File: config.mk
export PLATFORM = sky130hd
export DESIGN_NAME = validador_frota
export DESIGN_NICKNAME = d
export VERILOG_FILES = /design/src/rtl/validador_frota.sv
export SDC_FILE = /design/constraint.sdc
export NUM_CORES = 1
export LEC_CHECK = 0
export BUFFER_PORTS_ARGS = -buffer_cell sky130_fd_sc_hd__buf_2
export CAP_MARGIN = 25
export CORE_UTILIZATION = 28
export CTS_BUF_LIST = sky130_fd_sc_hd__clkbuf_8
export CTS_CLUSTER_SIZE = 10
export DETAILED_ROUTE_END_ITERATION = 6
export SYNTH_ARGS = -nofsm -noshare
export SYNTH_HDL_FRONTEND = slang
export SYNTH_SLANG_ARGS = --single-unit
File: constraint.sdc
create_clock -name clk -period 7.1 [get_ports clk]
set_input_delay 1.065 -clock clk [delete_from_list [all_inputs] [get_ports clk]]
set_output_delay 1.065 -clock clk [all_outputs]
set_load 0.05 [all_outputs]
File: src/rtl/validador_frota.sv
// validador_frota: ship placement validator for N_JOG players.
// Builds the candidate occupancy mask, checks borders and fleet capacity,
// scans the player's stored masks in external RAM, and writes the mask on success.
// Optional macro FROTA_ADJACENCIA_EN: scan against a one-cell dilated mask so ships may not touch.
module validador_frota #(
  parameter int unsigned BOARD_W    = 8,
  parameter int unsigned BOARD_H    = 8,
  parameter int unsigned MAX_NAVIOS = 11,
  parameter int unsigned N_JOG      = 2,
  parameter int unsigned COORD_W    = 4,
  parameter int unsigned ADDR_W     = 4,
  parameter int unsigned JOG_W      = 1
) (
  input  logic                       clk,
  input  logic                       rst,
  input  logic                       enable,
  input  logic                       limpar,
  input  logic [JOG_W-1:0]           jogador,
  input  logic [2:0]                 tipo,
  input  logic                       direcao,
  input  logic [1:0]                 orientacao,
  input  logic [COORD_W-1:0]         x1,
  input  logic [COORD_W-1:0]         y1,
  output logic [JOG_W-1:0]           rd_jogador,
  output logic [ADDR_W-1:0]          rd_addr,
  input  logic [BOARD_W*BOARD_H-1:0] rd_data,
  output logic                       wr_en,
  output logic [JOG_W-1:0]           wr_jogador,
  output logic [ADDR_W-1:0]          wr_addr,
  output logic [BOARD_W*BOARD_H-1:0] wr_data,
  output logic                       ready,
  output logic                       conflito,
  output logic                       conflitoBorda_out,
  output logic                       conflitoMemoria_out,
  output logic                       conflitoCheio_out,
  output logic [ADDR_W:0]            qtd_navios
);

  localparam int unsigned CELLS = BOARD_W * BOARD_H;
  localparam int unsigned CNT_W = ADDR_W + 1;
  localparam int unsigned CW    = COORD_W + 3;
  localparam int unsigned IDX_W = (CELLS > 1) ? $clog2(CELLS) : 1;

  typedef enum logic [2:0] {IDLE, BUILD, SCAN, WRITE, DONE} state_t;

  state_t               state_q, state_d;
  logic                 enable_q;
  logic [2:0]           tipo_q, tipo_d;
  logic                 dir_q, dir_d;
  logic [1:0]           ori_q, ori_d;
  logic [COORD_W-1:0]   x_q, x_d, y_q, y_d;
  logic [JOG_W-1:0]     jog_q, jog_d;
  logic [CELLS-1:0]     mask_q, mask_d, mask_c, scan_mask;
  logic [CNT_W-1:0]     scan_k_q, scan_k_d;
  logic [CNT_W-1:0]     cnt_q [N_JOG];
  logic [CNT_W-1:0]     cnt_d [N_JOG];
  logic [CNT_W-1:0]     cur_cnt;
  logic                 borda_c;
  logic [JOG_W-1:0]     rd_jog_d, wr_jog_d;
  logic [ADDR_W-1:0]    rd_addr_d, wr_addr_d;
  logic [CELLS-1:0]     wr_data_d;
  logic                 wr_en_d, ready_d;
  logic                 confl_d, borda_d, mem_d, cheio_d;
  logic [CNT_W-1:0]     qtd_d;

  logic [CW-1:0]        cx [5];
  logic [CW-1:0]        cy [5];
  logic [4:0]           used;
  logic [2:0]           len;
  logic [CW-1:0]        xe, ye;

  // Candidate cell list and occupancy mask from the latched request
  always_comb begin
    mask_c  = '0;
    borda_c = 1'b0;
    used    = '0;
    len     = 3'd0;
    xe      = CW'(x_q);
    ye      = CW'(y_q);
    for (int i = 0; i < 5; i++) begin
      cx[i] = '0;
      cy[i] = '0;
    end
    case (tipo_q)
      3'd0, 3'd1, 3'd3, 3'd4: begin
        case (tipo_q)
          3'd0:    len = 3'd1;
          3'd1:    len = 3'd2;
          3'd3:    len = 3'd4;
          default: len = 3'd5;
        endcase
        for (int i = 0; i < 5; i++) begin
          if (3'(i) < len) begin
            used[i] = 1'b1;
            cx[i]   = dir_q ? xe : xe + CW'(i);
            cy[i]   = dir_q ? ye + CW'(i) : ye;
          end
        end
      end
      3'd2: begin
        used = 5'b00111;
        case (ori_q)
          2'd0: begin
            cx[0] = xe;          cy[0] = ye + CW'(1);
            cx[1] = xe + CW'(1); cy[1] = ye;
            cx[2] = xe + CW'(2); cy[2] = ye + CW'(1);
          end
          2'd1: begin
            cx[0] = xe;          cy[0] = ye;
            cx[1] = xe + CW'(1); cy[1] = ye + CW'(1);
            cx[2] = xe + CW'(2); cy[2] = ye;
          end
          2'd2: begin
            cx[0] = xe + CW'(1); cy[0] = ye;
            cx[1] = xe;          cy[1] = ye + CW'(1);
            cx[2] = xe + CW'(1); cy[2] = ye + CW'(2);
          end
          default: begin
            cx[0] = xe;          cy[0] = ye;
            cx[1] = xe + CW'(1); cy[1] = ye + CW'(1);
            cx[2] = xe;          cy[2] = ye + CW'(2);
          end
        endcase
      end
      default: borda_c = 1'b1;
    endcase
    for (int i = 0; i < 5; i++) begin
      if (used[i]) begin
        if (cx[i] >= CW'(BOARD_W) || cy[i] >= CW'(BOARD_H)) begin
          borda_c = 1'b1;
        end else begin
          mask_c[IDX_W'(int'(cy[i]) * int'(BOARD_W) + int'(cx[i]))] = 1'b1;
        end
      end
    end
  end

`ifdef FROTA_ADJACENCIA_EN
  // Dilate the stored candidate by one cell in all 8 directions, clipped at the edges
  always_comb begin
    scan_mask = '0;
    for (int y = 0; y < int'(BOARD_H); y++) begin
      for (int x = 0; x < int'(BOARD_W); x++) begin
        if (mask_q[IDX_W'(y * int'(BOARD_W) + x)]) begin
          for (int dy = -1; dy <= 1; dy++) begin
            for (int dx = -1; dx <= 1; dx++) begin
              if ((y + dy) >= 0 && (y + dy) < int'(BOARD_H) &&
                  (x + dx) >= 0 && (x + dx) < int'(BOARD_W)) begin
                scan_mask[IDX_W'((y + dy) * int'(BOARD_W) + (x + dx))] = 1'b1;
              end
            end
          end
        end
      end
    end
  end
`else
  assign scan_mask = mask_q;
`endif

  // Ship count of the player owning the current request
  always_comb begin
    cur_cnt = '0;
    for (int j = 0; j < int'(N_JOG); j++) begin
      if (JOG_W'(j) == jog_q) cur_cnt = cnt_q[j];
    end
  end

  // Next-state and registered-output logic
  always_comb begin
    state_d   = state_q;
    tipo_d    = tipo_q;
    dir_d     = dir_q;
    ori_d     = ori_q;
    x_d       = x_q;
    y_d       = y_q;
    jog_d     = jog_q;
    mask_d    = mask_q;
    scan_k_d  = scan_k_q;
    rd_jog_d  = rd_jogador;
    rd_addr_d = rd_addr;
    wr_jog_d  = wr_jogador;
    wr_addr_d = wr_addr;
    wr_data_d = wr_data;
    wr_en_d   = 1'b0;
    ready_d   = 1'b0;
    confl_d   = conflito;
    borda_d   = conflitoBorda_out;
    mem_d     = conflitoMemoria_out;
    cheio_d   = conflitoCheio_out;
    for (int j = 0; j < int'(N_JOG); j++) cnt_d[j] = cnt_q[j];

    case (state_q)
      IDLE: begin
        if (limpar) begin
          for (int j = 0; j < int'(N_JOG); j++) cnt_d[j] = '0;
        end else if (enable && !enable_q) begin
          tipo_d  = tipo;
          dir_d   = direcao;
          ori_d   = orientacao;
          x_d     = x1;
          y_d     = y1;
          jog_d   = jogador;
          confl_d = 1'b0;
          borda_d = 1'b0;
          mem_d   = 1'b0;
          cheio_d = 1'b0;
          state_d = BUILD;
        end
      end
      BUILD: begin
        mask_d = mask_c;
        if (borda_c) begin
          borda_d = 1'b1;
          confl_d = 1'b1;
          state_d = DONE;
        end else if (cur_cnt >= CNT_W'(MAX_NAVIOS)) begin
          cheio_d = 1'b1;
          confl_d = 1'b1;
          state_d = DONE;
        end else if (cur_cnt == '0) begin
          wr_en_d   = 1'b1;
          wr_jog_d  = jog_q;
          wr_addr_d = ADDR_W'(cur_cnt);
          wr_data_d = mask_c;
          state_d   = WRITE;
        end else begin
          rd_jog_d  = jog_q;
          rd_addr_d = '0;
          scan_k_d  = '0;
          state_d   = SCAN;
        end
      end
      SCAN: begin
        // rd_data in cycle k belongs to address k-1
        scan_k_d = scan_k_q + CNT_W'(1);
        if (scan_k_q != '0 && |(rd_data & scan_mask)) begin
          mem_d   = 1'b1;
          confl_d = 1'b1;
          state_d = DONE;
        end else if (scan_k_q == cur_cnt) begin
          wr_en_d   = 1'b1;
          wr_jog_d  = jog_q;
          wr_addr_d = ADDR_W'(cur_cnt);
          wr_data_d = mask_q;
          state_d   = WRITE;
        end else if ((scan_k_q + CNT_W'(1)) < cur_cnt) begin
          rd_addr_d = ADDR_W'(scan_k_q + CNT_W'(1));
        end
      end
      WRITE: begin
        for (int j = 0; j < int'(N_JOG); j++) begin
          if (JOG_W'(j) == jog_q && cnt_q[j] < CNT_W'(MAX_NAVIOS)) begin
            cnt_d[j] = cnt_q[j] + CNT_W'(1);
          end
        end
        state_d = DONE;
      end
      DONE: begin
        ready_d = 1'b1;
        state_d = IDLE;
      end
      default: state_d = IDLE;
    endcase

    qtd_d = '0;
    for (int j = 0; j < int'(N_JOG); j++) begin
      if (JOG_W'(j) == jogador) qtd_d = cnt_d[j];
    end
  end

  // State, request latches, counters and outputs
  always_ff @(posedge clk or posedge rst) begin
    if (rst) begin
      state_q             <= IDLE;
      enable_q            <= 1'b0;
      tipo_q              <= '0;
      dir_q               <= 1'b0;
      ori_q               <= '0;
      x_q                 <= '0;
      y_q                 <= '0;
      jog_q               <= '0;
      mask_q              <= '0;
      scan_k_q            <= '0;
      for (int j = 0; j < int'(N_JOG); j++) cnt_q[j] <= '0;
      rd_jogador          <= '0;
      rd_addr             <= '0;
      wr_jogador          <= '0;
      wr_addr             <= '0;
      wr_data             <= '0;
      wr_en               <= 1'b0;
      ready               <= 1'b0;
      conflito            <= 1'b0;
      conflitoBorda_out   <= 1'b0;
      conflitoMemoria_out <= 1'b0;
      conflitoCheio_out   <= 1'b0;
      qtd_navios          <= '0;
    end else begin
      state_q             <= state_d;
      enable_q            <= enable;
      tipo_q              <= tipo_d;
      dir_q               <= dir_d;
      ori_q               <= ori_d;
      x_q                 <= x_d;
      y_q                 <= y_d;
      jog_q               <= jog_d;
      mask_q              <= mask_d;
      scan_k_q            <= scan_k_d;
      for (int j = 0; j < int'(N_JOG); j++) cnt_q[j] <= cnt_d[j];
      rd_jogador          <= rd_jog_d;
      rd_addr             <= rd_addr_d;
      wr_jogador          <= wr_jog_d;
      wr_addr             <= wr_addr_d;
      wr_data             <= wr_data_d;
      wr_en               <= wr_en_d;
      ready               <= ready_d;
      conflito            <= confl_d;
      conflitoBorda_out   <= borda_d;
      conflitoMemoria_out <= mem_d;
      conflitoCheio_out   <= cheio_d;
      qtd_navios          <= qtd_d;
    end
  end

endmodule

==> impl_metrics.csv, run 1 <==
group,metric,value,unit
clock_tree,cts-htree-levels,4,
logic_synthesis,synth_largest_type_area_fraction,40.3,%
critical_path,reg2reg_to,"wr_data[22]$_DFFE_PP0P_",
critical_path,crit_path_end_kind,"flip-flop",
place,gp_routability_congestion,0.969,
detailed_routing,detail_route.wl_per_cell,20.9,microns
job,max-cap-violations,0,
logic_synthesis,ff_latch_count_synth,183,
finish,final-seq-area,4580,sq um
sta,timing.fmax,0.207,GHz
run_status,failed_checks,"DRC",
place,io_buffer_count,167,
sta,final.period_utilization,68.1,%
sta,unrepaired_setup_endpoints_after_global_routing,"false",
critical_path,crit_cells,13,
power_and_ir_drop,pwr_density_cell,459,nW/um^2
finish,multi_input_area,6330,sq um
critical_path,critPathLaunch,"tipo_q[1]$_DFFE_PP0P_",
logic_synthesis,number_of_synthesized_flops_with_an_enable_pin,0,
floorplanning,top_level_ports,168,
floorplanning,die_height,204,microns
clock_tree,cts_post_setup_buffers_inserted,0,
detailed_routing,viasPerCell,5.60,
grt,grt_remaining_overflow,0,
finish,post_layout_nonfiller_instances,1913,
grt,grt_pass1_vias,9994,
logic_synthesis,synth.cells.most_frequent,"183 x sky130_fd_sc_hd__dfrtp_1, 154 x sky130_fd_sc_hd__nand2_1, 117 x sky130_fd_sc_hd__nor2_1",
floorplanning,design.core.area,39900,sq um
critical_path,cp-start-kind,"flip-flop",
detailed_routing,antenna_nets_post_route,0,
detailed_routing,vias,10700,
sta,timing.final.crit_period,4830,ps
detailed_routing,drt_pass1_iterations,7,
critical_path,critical-path-max-stage-delay,860,ps
clock_tree,tritoncts,"built",
sta,setup_viol,0,
sta,fin_setup_tns,0,ps
floorplanning,die-width,204,microns
detailed_routing,post-route-drc-count,5,
logic_synthesis,most_repeated_cell_in_the_gate_level_netlist_after_synthesis,"sky130_fd_sc_hd__dfrtp_1",
logic_synthesis,synth_warnings,0,
clock_tree,number_of_clock_buffers_inserted_by_tritoncts,17,
logic_synthesis,synthTopCellsByArea,"sky130_fd_sc_hd__dfrtp_1 40%, sky130_fd_sc_hd__nand2_1 5.1%, sky130_fd_sc_hd__nor2_1 3.9%",
sta,final.setup.worst_slack,2270,ps
critical_path,worst-endpoint-required,7460,ps
critical_path,top_cell_family_by_delay_on_the_critical_path,"simple AND/OR/NAND/NOR gates",
grt,largest_net_degree_at_the_start_of_global_routing,117,
critical_path,critPathBufInv,1,
critical_path,ff2ff_setup_slack,2270,ps
clock_tree,cts.reportedPaths.clkPinSlew,120,ps
critical_path,worst_path_most_repeated_cell,"sky130_fd_sc_hd__nor2_1",
logic_synthesis,synth_area,11400,sq um
grt,number_of_antenna_violations_at_the_first_check_in_global_routing,1,
critical_path,critical_path_arrival,5190,ps
critical_path,worst-r2r-cell-count,13,
floorplanning,dieArea,41400,sq um
logic_synthesis,sequential_share_of_the_synthesized_area,40.3,%
critical_path,worstReg2RegStart,"tipo_q[1]$_DFFE_PP0P_",
power_and_ir_drop,total_leakage_power,5.85,nW
sta,timing_hold_violations_final,0,
finish,area_growth_syn_to_layout,14.8,%
logic_synthesis,synth_cells,1252,
place,place_hpwl,29600,microns
run_status,run_status,"finished with violations",
clock_tree,clock_insertion_delay_worst_skew,500,ps
place,place_inst,1879,
sta,final_max_slew_viol_count,0,
finish,fin_nets,1486,
detailed_routing,postRouteWirelength,40000,microns
floorplanning,start_util,28.5,%
logic_synthesis,synth_top_cell_by_area,"sky130_fd_sc_hd__dfrtp_1",
clock_tree,postCtsResizedCells,0,
logic_synthesis,synth_flop_cell,"sky130_fd_sc_hd__dfrtp_1",
finish,final_layout_size_suffix_gt1_share,20.0,%
finish,layout.filler_cells,4137,
critical_path,worst-path-max-fanout,21,
place,dp_worst_setup_slack,2410,ps
logic_synthesis,syn_avg_cell_area,9.09,sq um
sta,slew_headroom,24.3,%
sta,worst_max_slew_pin_slew,1100,ps
power_and_ir_drop,vdd_ir_drop_max,0.227,mV
critical_path,critPathKind,"flip-flop to flip-flop",
hold_path,holdCritPathClass,"flip-flop to flip-flop",
sta,timing.clock.skew,27.7,ps
critical_path,endpoint,"wr_data[22]$_DFFE_PP0P_",
grt,grt_usage,19.3,%
grt,global_route_wire_length_before_repair,61900,microns
logic_synthesis,synth_async_sr_flop_share,100,%
critical_path,critical_path.slowest_cell,"sky130_fd_sc_hd__mux2i_1",
clock_tree,max-clock-path-buffers,2,
critical_path,cell_by_cell_trace_of_the_critical_path,"or3b_1 > nor2_1 > or2_1 > nor2_1 > a21oi_1 > ha_1 > inv_1 > fa_1 > nor3_1 > mux2i_1 > o211ai_1 > o22ai_1 > o21ai_0",
detailed_routing,first_iter_violations,1370,
logic_synthesis,number_of_distinct_library_cell_variants_in_the_gate_level_netlist_after_synthesis,101,
floorplanning,num_rows,73,
clock_tree,hold_buffers,0,
clock_tree,cts.sinks,183,
clock_tree,root_buffer,"sky130_fd_sc_hd__clkbuf_8",
logic_synthesis,postSynthNetCount,1364,
-- final cells by class --
type / instances / share of cell area (%)
Clock inverter: 15 / 1.62
Inverter: 28 / 0.862
Antenna cell: 1 / 0.0192
Timing Repair Buffer: 178 / 7.13
Multi-Input combinational cell: 966 / 48.5
Tap cell: 525 / 5.03
Sequential cell: 183 / 35.1
Clock buffer: 17 / 1.79
-- sequential cells by signal, indices dropped and copies added, names as in the netlist, 2 cells and up --
signal / cells
y_q: 4
scan_k_q: 5
mask_q: 64
wr_addr: 4
tipo_q: 3
qtd_navios: 5
x_q: 4
ori_q: 2
cnt_q: 10
wr_data: 64
rd_addr: 4
state_q: 3
-- metrics by stage --
| stage | cell area (sq um) | util (%) | power [mW] | hold WS, ps |
|---|---|---|---|---|
| floorplan | 11400 | - | 4.11 | 453 |
| global placement | 12600 | 31.6 | 5.14 | 460 |
| detailed placement | 12600 | 31.6 | 5.14 | 465 |
| CTS | 13100 | 32.7 | 5.94 | 495 |
| global route | 13100 | 32.7 | 6.36 | 519 |
| finish | 13100 | 32.7 | 5.99 | 491 |
-- layout by cell type (no fill, tap or decap), drive strengths merged, types with 10 or more instances in the layout --
| cell | count |
|---|---|
| a21oi | 30 |
| a221oi | 30 |
| a222oi | 17 |
| a22o | 48 |
| and2 | 44 |
| buf | 178 |
| clkbuf | 17 |
| clkinv | 10 |
| dfrtp | 183 |
| ha | 24 |
| inv | 33 |
| mux2 | 17 |
| mux2i | 17 |
| nand2 | 155 |
| nand2b | 13 |
| nand3 | 27 |
| nor2 | 117 |
| nor2b | 12 |
| nor3 | 65 |
| nor3b | 13 |
| nor4 | 21 |
| o21ai | 105 |
| o22ai | 18 |
| o31ai | 35 |
| xnor2 | 13 |
-- routing by layer --
layer	GRT usage, %	vias up	share of wire (%)
met2	29.7	493	45
met5	0	-	0
met3	2.92	57	6.9
met4	6.10	0	2.1
met1	27.5	5240	46
li1	-	4914	-
-- worst min path at each step --
stage / start / endpoint / slack [ps] / depth (start not counted)
after global placement: wr_data[16]$_DFFE_PP0P_ / wr_data[16]$_DFFE_PP0P_ / 460 / 2
after global routing: wr_data[19]$_DFFE_PP0P_ / wr_data[19]$_DFFE_PP0P_ / 520 / 2
final: wr_data[16]$_DFFE_PP0P_ / wr_data[16]$_DFFE_PP0P_ / 490 / 2
after floorplan: mask_q[30]$_DFFE_PP0P_ / mask_q[30]$_DFFE_PP0P_ / 450 / 2
after detailed placement: conflitoMemoria_out$_DFFE_PP0P_ / conflitoMemoria_out$_DFFE_PP0P_ / 470 / 1
after CTS: wr_data[20]$_DFFE_PP0P_ / wr_data[20]$_DFFE_PP0P_ / 500 / 2
-- cell families after synthesis --
logic type / after synthesis / share of synthesized area, %
buffers and inverters: 103 / 4.27
XOR/XNOR: 19 / 1.46
AO/OA/AOI/OAI: 359 / 23.2
adder cells (fa/ha/maj): 29 / 3.52
flip-flops: 183 / 40.3
AND/OR/NAND/NOR: 525 / 24.0
multiplexers: 34 / 3.28
-- report_power, final --
part	internal [mW]	switching [mW]	leakage [nW]	total (mW)
combinational	1.07	2.56	3.15	3.63
sequential	1.24	0.346	2.48	1.58
clock	0.284	0.491	0.218	0.774
total	2.59	3.40	5.85	5.99
-- worst min-delay path: stages (launching register included) --
cell                      delay [ps]
sky130_fd_sc_hd__dfrtp_1         360
sky130_fd_sc_hd__nand2_1          50
sky130_fd_sc_hd__o31ai_1          50
Power figures use the tool's default switching activity.
==> run 2, diff against run 1 <==
Clock period 7.1 ns to 5 ns, I/O delays scaled along.
==> run 2 against run 1 <==
Effect of this change: the run still ends with DRC left; worst setup slack lost 1500 ps; total power grew 46%; via count shrank 0.95%; hold slack lost 120 ps; die area is the same; sequential share of layout area shrank 0.45 points; first-iteration DRC count shrank 22%; highest routed layer unchanged.
==> impl_metrics.csv, run 2 (synthesis results as in run 1) <==
group,metric,value,unit
run_status,run_status,"finished with violations",
run_status,failed_checks,"DRC",
place,io_buffer_count,167,
critical_path,critPathBufInv,1,
critical_path,cell_by_cell_trace_of_the_critical_path,"buf_4 > or3b_1 > nor2_1 > ha_1 > fa_1 > nand4bb_1 > mux2i_1 > a21oi_1 > nor2_1 > a32oi_1 > o211ai_1 > o22ai_1 > o21ai_0",
grt,grt_remaining_overflow,0,
critical_path,worst-endpoint-required,5420,ps
sta,setup_viol,0,
place,place_hpwl,29900,microns
critical_path,critical-path-max-stage-delay,610,ps
power_and_ir_drop,switching_part_of_the_total,56.1,%
finish,fin_nets,1511,
clock_tree,cts.sinks,183,
power_and_ir_drop,p_switching,4.89,mW
clock_tree,hold_buffers,0,
power_and_ir_drop,clock_power_share,12.1,%
finish,finalInstanceArea,13200,sq um
detailed_routing,post-route-drc-count,8,
critical_path,crit_path_end_kind,"flip-flop",
clock_tree,tritoncts,"built",
place,dp_worst_setup_slack,881,ps
grt,global_route_wire_length_before_repair,62800,microns
clock_tree,cts-htree-levels,4,
sta,unrepaired_setup_endpoints_after_global_routing,"false",
finish,utilization,33.1,%
critical_path,cp-start-kind,"flip-flop",
power_and_ir_drop,vdd_ir_drop_max,0.254,mV
sta,slew_headroom,30.6,%
floorplanning,start_util,28.5,%
detailed_routing,first_iter_violations,1067,
job,max-cap-violations,0,
critical_path,critical_path.slowest_cell,"sky130_fd_sc_hd__or3b_1",
critical_path,worst_path_most_repeated_cell,"sky130_fd_sc_hd__nor2_1",
power_and_ir_drop,internal_power,3.83,mW
detailed_routing,drt_pass1_iterations,7,
power_and_ir_drop,total_leakage_power,5.96,nW
sta,final.setup.worst_slack,783,ps
detailed_routing,viasPerCell,5.47,
power_and_ir_drop,pwr_density_cell,660,nW/um^2
place,gp_routability_congestion,0.969,
critical_path,worst-path-max-fanout,15,
clock_tree,clock_insertion_delay_worst_skew,510,ps
floorplanning,num_rows,73,
clock_tree,max-clock-path-buffers,2,
clock_tree,cts.reportedPaths.clkPinSlew,110,ps
critical_path,critPathKind,"flip-flop to flip-flop",
clock_tree,cts_post_setup_buffers_inserted,0,
finish,most-common-layout-cells,"183 x sky130_fd_sc_hd__dfrtp_1, 167 x sky130_fd_sc_hd__buf_2, 153 x sky130_fd_sc_hd__nand2_1",
detailed_routing,antenna_nets_post_route,0,
grt,number_of_antenna_violations_at_the_first_check_in_global_routing,1,
critical_path,critical_path_arrival,4640,ps
sta,final_max_slew_viol_count,0,
floorplanning,dieArea,41400,sq um
grt,largest_net_degree_at_the_start_of_global_routing,184,
sta,worst_max_slew_pin_slew,1040,ps
place,placedInstanceArea,12800,sq um
clock_tree,number_of_clock_buffers_inserted_by_tritoncts,17,
floorplanning,top_level_ports,168,
detailed_routing,detail_route.wl_per_cell,20.7,microns
finish,final_common_cell,"sky130_fd_sc_hd__dfrtp_1",
detailed_routing,postRouteWirelength,40200,microns
finish,area_growth_syn_to_layout,16.3,%
detailed_routing,vias,10600,
floorplanning,die-width,204,microns
grt,grt_usage,19.6,%
sta,timing.clock.skew,23.4,ps
grt,grt_pass1_vias,10500,
finish,layout_top_registers,"mask_q: 64 flops, wr_data: 64 flops, cnt_q: 10 flops",
critical_path,top_cell_family_by_delay_on_the_critical_path,"simple AND/OR/NAND/NOR gates",
finish,final_layout_size_suffix_gt1_share,21.5,%
sta,final.period_utilization,84.3,%
clock_tree,root_buffer,"sky130_fd_sc_hd__clkbuf_8",
hold_path,holdCritPathClass,"input pin to flip-flop",
sta,fin_setup_tns,0,ps
power_and_ir_drop,combPwrFrac,62.7,%
sta,timing_hold_violations_final,0,
clock_tree,postCtsResizedCells,0,
sta,timing.fmax,0.237,GHz
floorplanning,design.core.area,39900,sq um
power_and_ir_drop,pwr-share-seq,25.2,%
floorplanning,die_height,204,microns
sta,timing.final.crit_period,4220,ps
run 2: cell count changes in the layout (fill, tap and decap cells not counted), sizes merged:
cell / change
clkbuf: +1
clkinv: -3
clkinvlp: +3
inv: -1
buf: +25
run 2: through the flow:
stage	total power, mW	std cells	hold slack [ps]
after floorplan	5.84	1252	453
after global placement	7.55	1905	463
after detailed placement	7.58	1905	466
after CTS	8.66	1937	333
after global routing	9.28	1938	356
final	8.73	1938	374
run 2: worst paths after layout:
check | start | end | slack, ps | cells after the start
max in group asynchronous | rst | mask_q[9]$_DFFE_PP0P_ | 3710 | 3
min | enable | enable_q$_DFF_PP0_ | 370 | 1
min reg2reg | wr_data[19]$_DFFE_PP0P_ | wr_data[19]$_DFFE_PP0P_ | 490 | 2
max reg2reg | tipo_q[2]$_DFFE_PP0P_ | wr_data[22]$_DFFE_PP0P_ | 780 | 13
max | tipo_q[2]$_DFFE_PP0P_ | wr_data[22]$_DFFE_PP0P_ | 780 | 13
min in group asynchronous | rst | qtd_navios[2]$_DFF_PP0_ | 500 | 3
run 2: area by class of cell:
type / count / area (sq um)
fill: 4186 / 26700
sequential: 183 / 4580
inverter: 28 / 109
tap: 525 / 657
clock inverter: 14 / 170
timing repair buffer: 203 / 1130
clock buffer: 18 / 248
multi-input combinational: 966 / 6330
antenna: 1 / 2.50
run 2: routing by layer:
| layer | wire [microns] | part of all wire [%] | vias to the layer above | track usage, % |
|---|---|---|---|---|
| met1 | 18700 | 47 | 5207 | 27.6 |
| li1 | - | - | 4957 | - |
| met3 | 2390 | 6.0 | 43 | 3.15 |
| met5 | 0 | 0 | - | 0 |
| met2 | 18300 | 45 | 395 | 30.8 |
| met4 | 783 | 1.9 | 0 | 6.12 |
run 2: power by group through the flow:
stage	sequential, mW	clock (mW)	combinational [mW]
floorplan	2.35	0	3.49
global placement	2.22	0	5.34
detailed placement	2.22	0	5.36
CTS	2.19	1.08	5.38
global route	2.24	1.14	5.90
finish	2.20	1.05	5.47
==> run 3, diff against run 2 <==
Clock period 5 ns to 3.4 ns, I/O delays scaled along.
==> run 3 against run 2 <==
Effect of this change: the run ends with setup timing left; sequential share of layout area fell by 7.1 points; utilization rose by 8.7 points; largest cell class unchanged; critical path depth rose by 2.
==> impl_metrics.csv, run 3 (synthesis results as in run 1) <==
group,metric,value,unit
critical_path,critical_path.slowest_cell,"sky130_fd_sc_hd__fa_2",
clock_tree,cts.reportedPaths.clkPinSlew,100,ps
floorplanning,die_height,204,microns
critical_path,critical-path-max-stage-delay,600,ps
place,gp_routability_congestion,0.956,
clock_tree,cts-htree-levels,4,
floorplanning,num_rows,73,
sta,timing.final.crit_period,3560,ps
floorplanning,design.core.area,39900,sq um
clock_tree,max-clock-path-buffers,2,
detailed_routing,first_iter_violations,1021,
finish,final_common_cell,"sky130_fd_sc_hd__buf_4",
sta,timing.clock.skew,17.1,ps
clock_tree,root_buffer,"sky130_fd_sc_hd__clkbuf_8",
detailed_routing,postRouteWirelength,44400,microns
finish,utilization,41.8,%
critical_path,critical_path_arrival,3950,ps
clock_tree,tritoncts,"built",
finish,most-common-layout-cells,"213 x sky130_fd_sc_hd__buf_4, 178 x sky130_fd_sc_hd__dfrtp_1, 168 x sky130_fd_sc_hd__buf_2",
job,max-cap-violations,0,
grt,grt_usage,21.2,%
critical_path,worst-path-max-fanout,7,
finish,area_growth_syn_to_layout,46.6,%
critical_path,worst_path_most_repeated_cell,"sky130_fd_sc_hd__buf_6",
critical_path,worst-endpoint-required,3790,ps
sta,slew_headroom,33.7,%
floorplanning,top_level_ports,168,
clock_tree,clock_insertion_delay_worst_skew,500,ps
grt,global_route_wire_length_before_repair,67500,microns
grt,grt_remaining_overflow,0,
sta,timing.fmax,0.281,GHz
clock_tree,number_of_clock_buffers_inserted_by_tritoncts,17,
critical_path,critPathKind,"flip-flop to flip-flop",
sta,setup_viol,44,
grt,grt_pass1_vias,11500,
sta,final.period_utilization,105,%
detailed_routing,vias,11700,
critical_path,critPathBufInv,4,
place,io_buffer_count,167,
sta,final.setup.worst_slack,-159,ps
sta,final_max_slew_viol_count,0,
place,dp_worst_setup_slack,-394,ps
detailed_routing,post-route-drc-count,0,
floorplanning,start_util,28.5,%
hold_path,holdCritPathClass,"input pin to flip-flop",
detailed_routing,drt_pass1_iterations,5,
critical_path,cell_by_cell_trace_of_the_critical_path,"buf_6 > and4bb_4 > a32oi_2 > nand2_2 > ha_2 > fa_2 > buf_4 > buf_6 > nor3_2 > mux2_4 > buf_12 > a222oi_1 > o31ai_2 > nor3_1 > o31ai_1",
critical_path,top_cell_family_by_delay_on_the_critical_path,"compound AO/OA/AOI/OAI gates",
floorplanning,die-width,204,microns
sta,unrepaired_setup_endpoints_after_global_routing,"true",
floorplanning,dieArea,41400,sq um
run_status,failed_checks,"setup timing",
power_and_ir_drop,pwr_density_cell,1080,nW/um^2
run_status,run_status,"finished with violations",
sta,worst_max_slew_pin_slew,994,ps
clock_tree,cts.sinks,183,
grt,largest_net_degree_at_the_start_of_global_routing,66,
critical_path,cp-start-kind,"flip-flop",
sta,timing_hold_violations_final,0,
critical_path,crit_path_end_kind,"flip-flop",
detailed_routing,antenna_nets_post_route,0,
sta,fin_hold_ws,136,ps
grt,number_of_antenna_violations_at_the_first_check_in_global_routing,1,
detailed_routing,detail_route.wl_per_cell,20.4,microns
power_and_ir_drop,total_leakage_power,7.55,nW
finish,final_layout_size_suffix_gt1_share,43.3,%
place,place_hpwl,33400,microns
finish,layout_top_registers,"mask_q: 64 flops, wr_data: 64 flops, cnt_q: 10 flops",
finish,fin_nets,1748,
power_and_ir_drop,vdd_ir_drop_max,0.625,mV
detailed_routing,viasPerCell,5.38,
-- run 3: worst register-to-register path: cells and delay by family (launching register included) --
family,cells,cell delay [ps]
compound gates,4,840
simple gates,4,500
fa+ha+maj,2,790
buf+inv,4,510
mux,1,320
flops,1,500
-- run 3: repair_timing --
item | 4_1_cts | 5_1_grt
hold endpoints to repair | 0 | 1
resized for setup | 141 | 198
setup buffers | 19 | 29
hold buffers | 0 | 1
endpoints found under the setup margin | 64 | 68
gates cloned | 1 | 2
pin swaps | 49 | 93
-- run 3: worst paths after layout --
kind / startpoint / end / slack [ps] / depth (start not counted)
worst max-delay path: tipo_q[1]$_DFFE_PP0P_ / wr_data[4]$_DFFE_PP0P_ / -160 / 15
worst min-delay path: enable / enable_q$_DFF_PP0_ / 140 / 1
worst max register to register: tipo_q[1]$_DFFE_PP0P_ / wr_data[4]$_DFFE_PP0P_ / -160 / 15
worst min register to register: wr_data[20]$_DFFE_PP0P_ / wr_data[20]$_DFFE_PP0P_ / 490 / 2
max in group asynchronous: rst / wr_data[39]$_DFFE_PP0P_ / 2210 / 5
min in group asynchronous: rst / qtd_navios[2]$_DFF_PP0_ / 420 / 3
-- run 3: where the power goes --
| group | switching [mW] | internal [mW] | leakage, nW |
|---|---|---|---|
| clock network | 0.907 | 0.856 | 0.233 |
| registers | 0.442 | 2.59 | 2.48 |
| logic | 7.74 | 5.55 | 4.84 |
| total | 9.09 | 8.99 | 7.55 |
-- run 3: area by class of cell --
cell class / instances / area, sq um
multi-input combinational: 967 / 7580
sequential: 183 / 4590
fill: 3917 / 23200
inverter: 28 / 113
antenna: 1 / 2.50
clock inverter: 14 / 230
clock buffer: 18 / 248
timing repair buffer: 439 / 3270
tap: 525 / 657
-- run 3: metal layers --
metal  GRT usage (%)  up-vias  routed length (microns)
met5               0        -                      104
met4            6.10        4                      893
met3            4.17       49                     2680
met2            33.9      371                    21000
met1            28.7     5845                    19700
li1                -     5429                        -
-- run 3: per-stage QoR --
step | power, mW | area, sq um | setup TNS, ps | std cells
5_1_grt | 19.0 | 16700 | -9100 | 2175
4_1_cts | 15.8 | 15500 | -622 | 2144
6_report | 18.1 | 16700 | -2790 | 2175
2_1_floorplan | 8.60 | 11400 | 0 | 1252
3_5_place_dp | 13.0 | 14400 | -12050 | 2093
3_3_place_gp | 13.0 | 14400 | -10990 | 2093
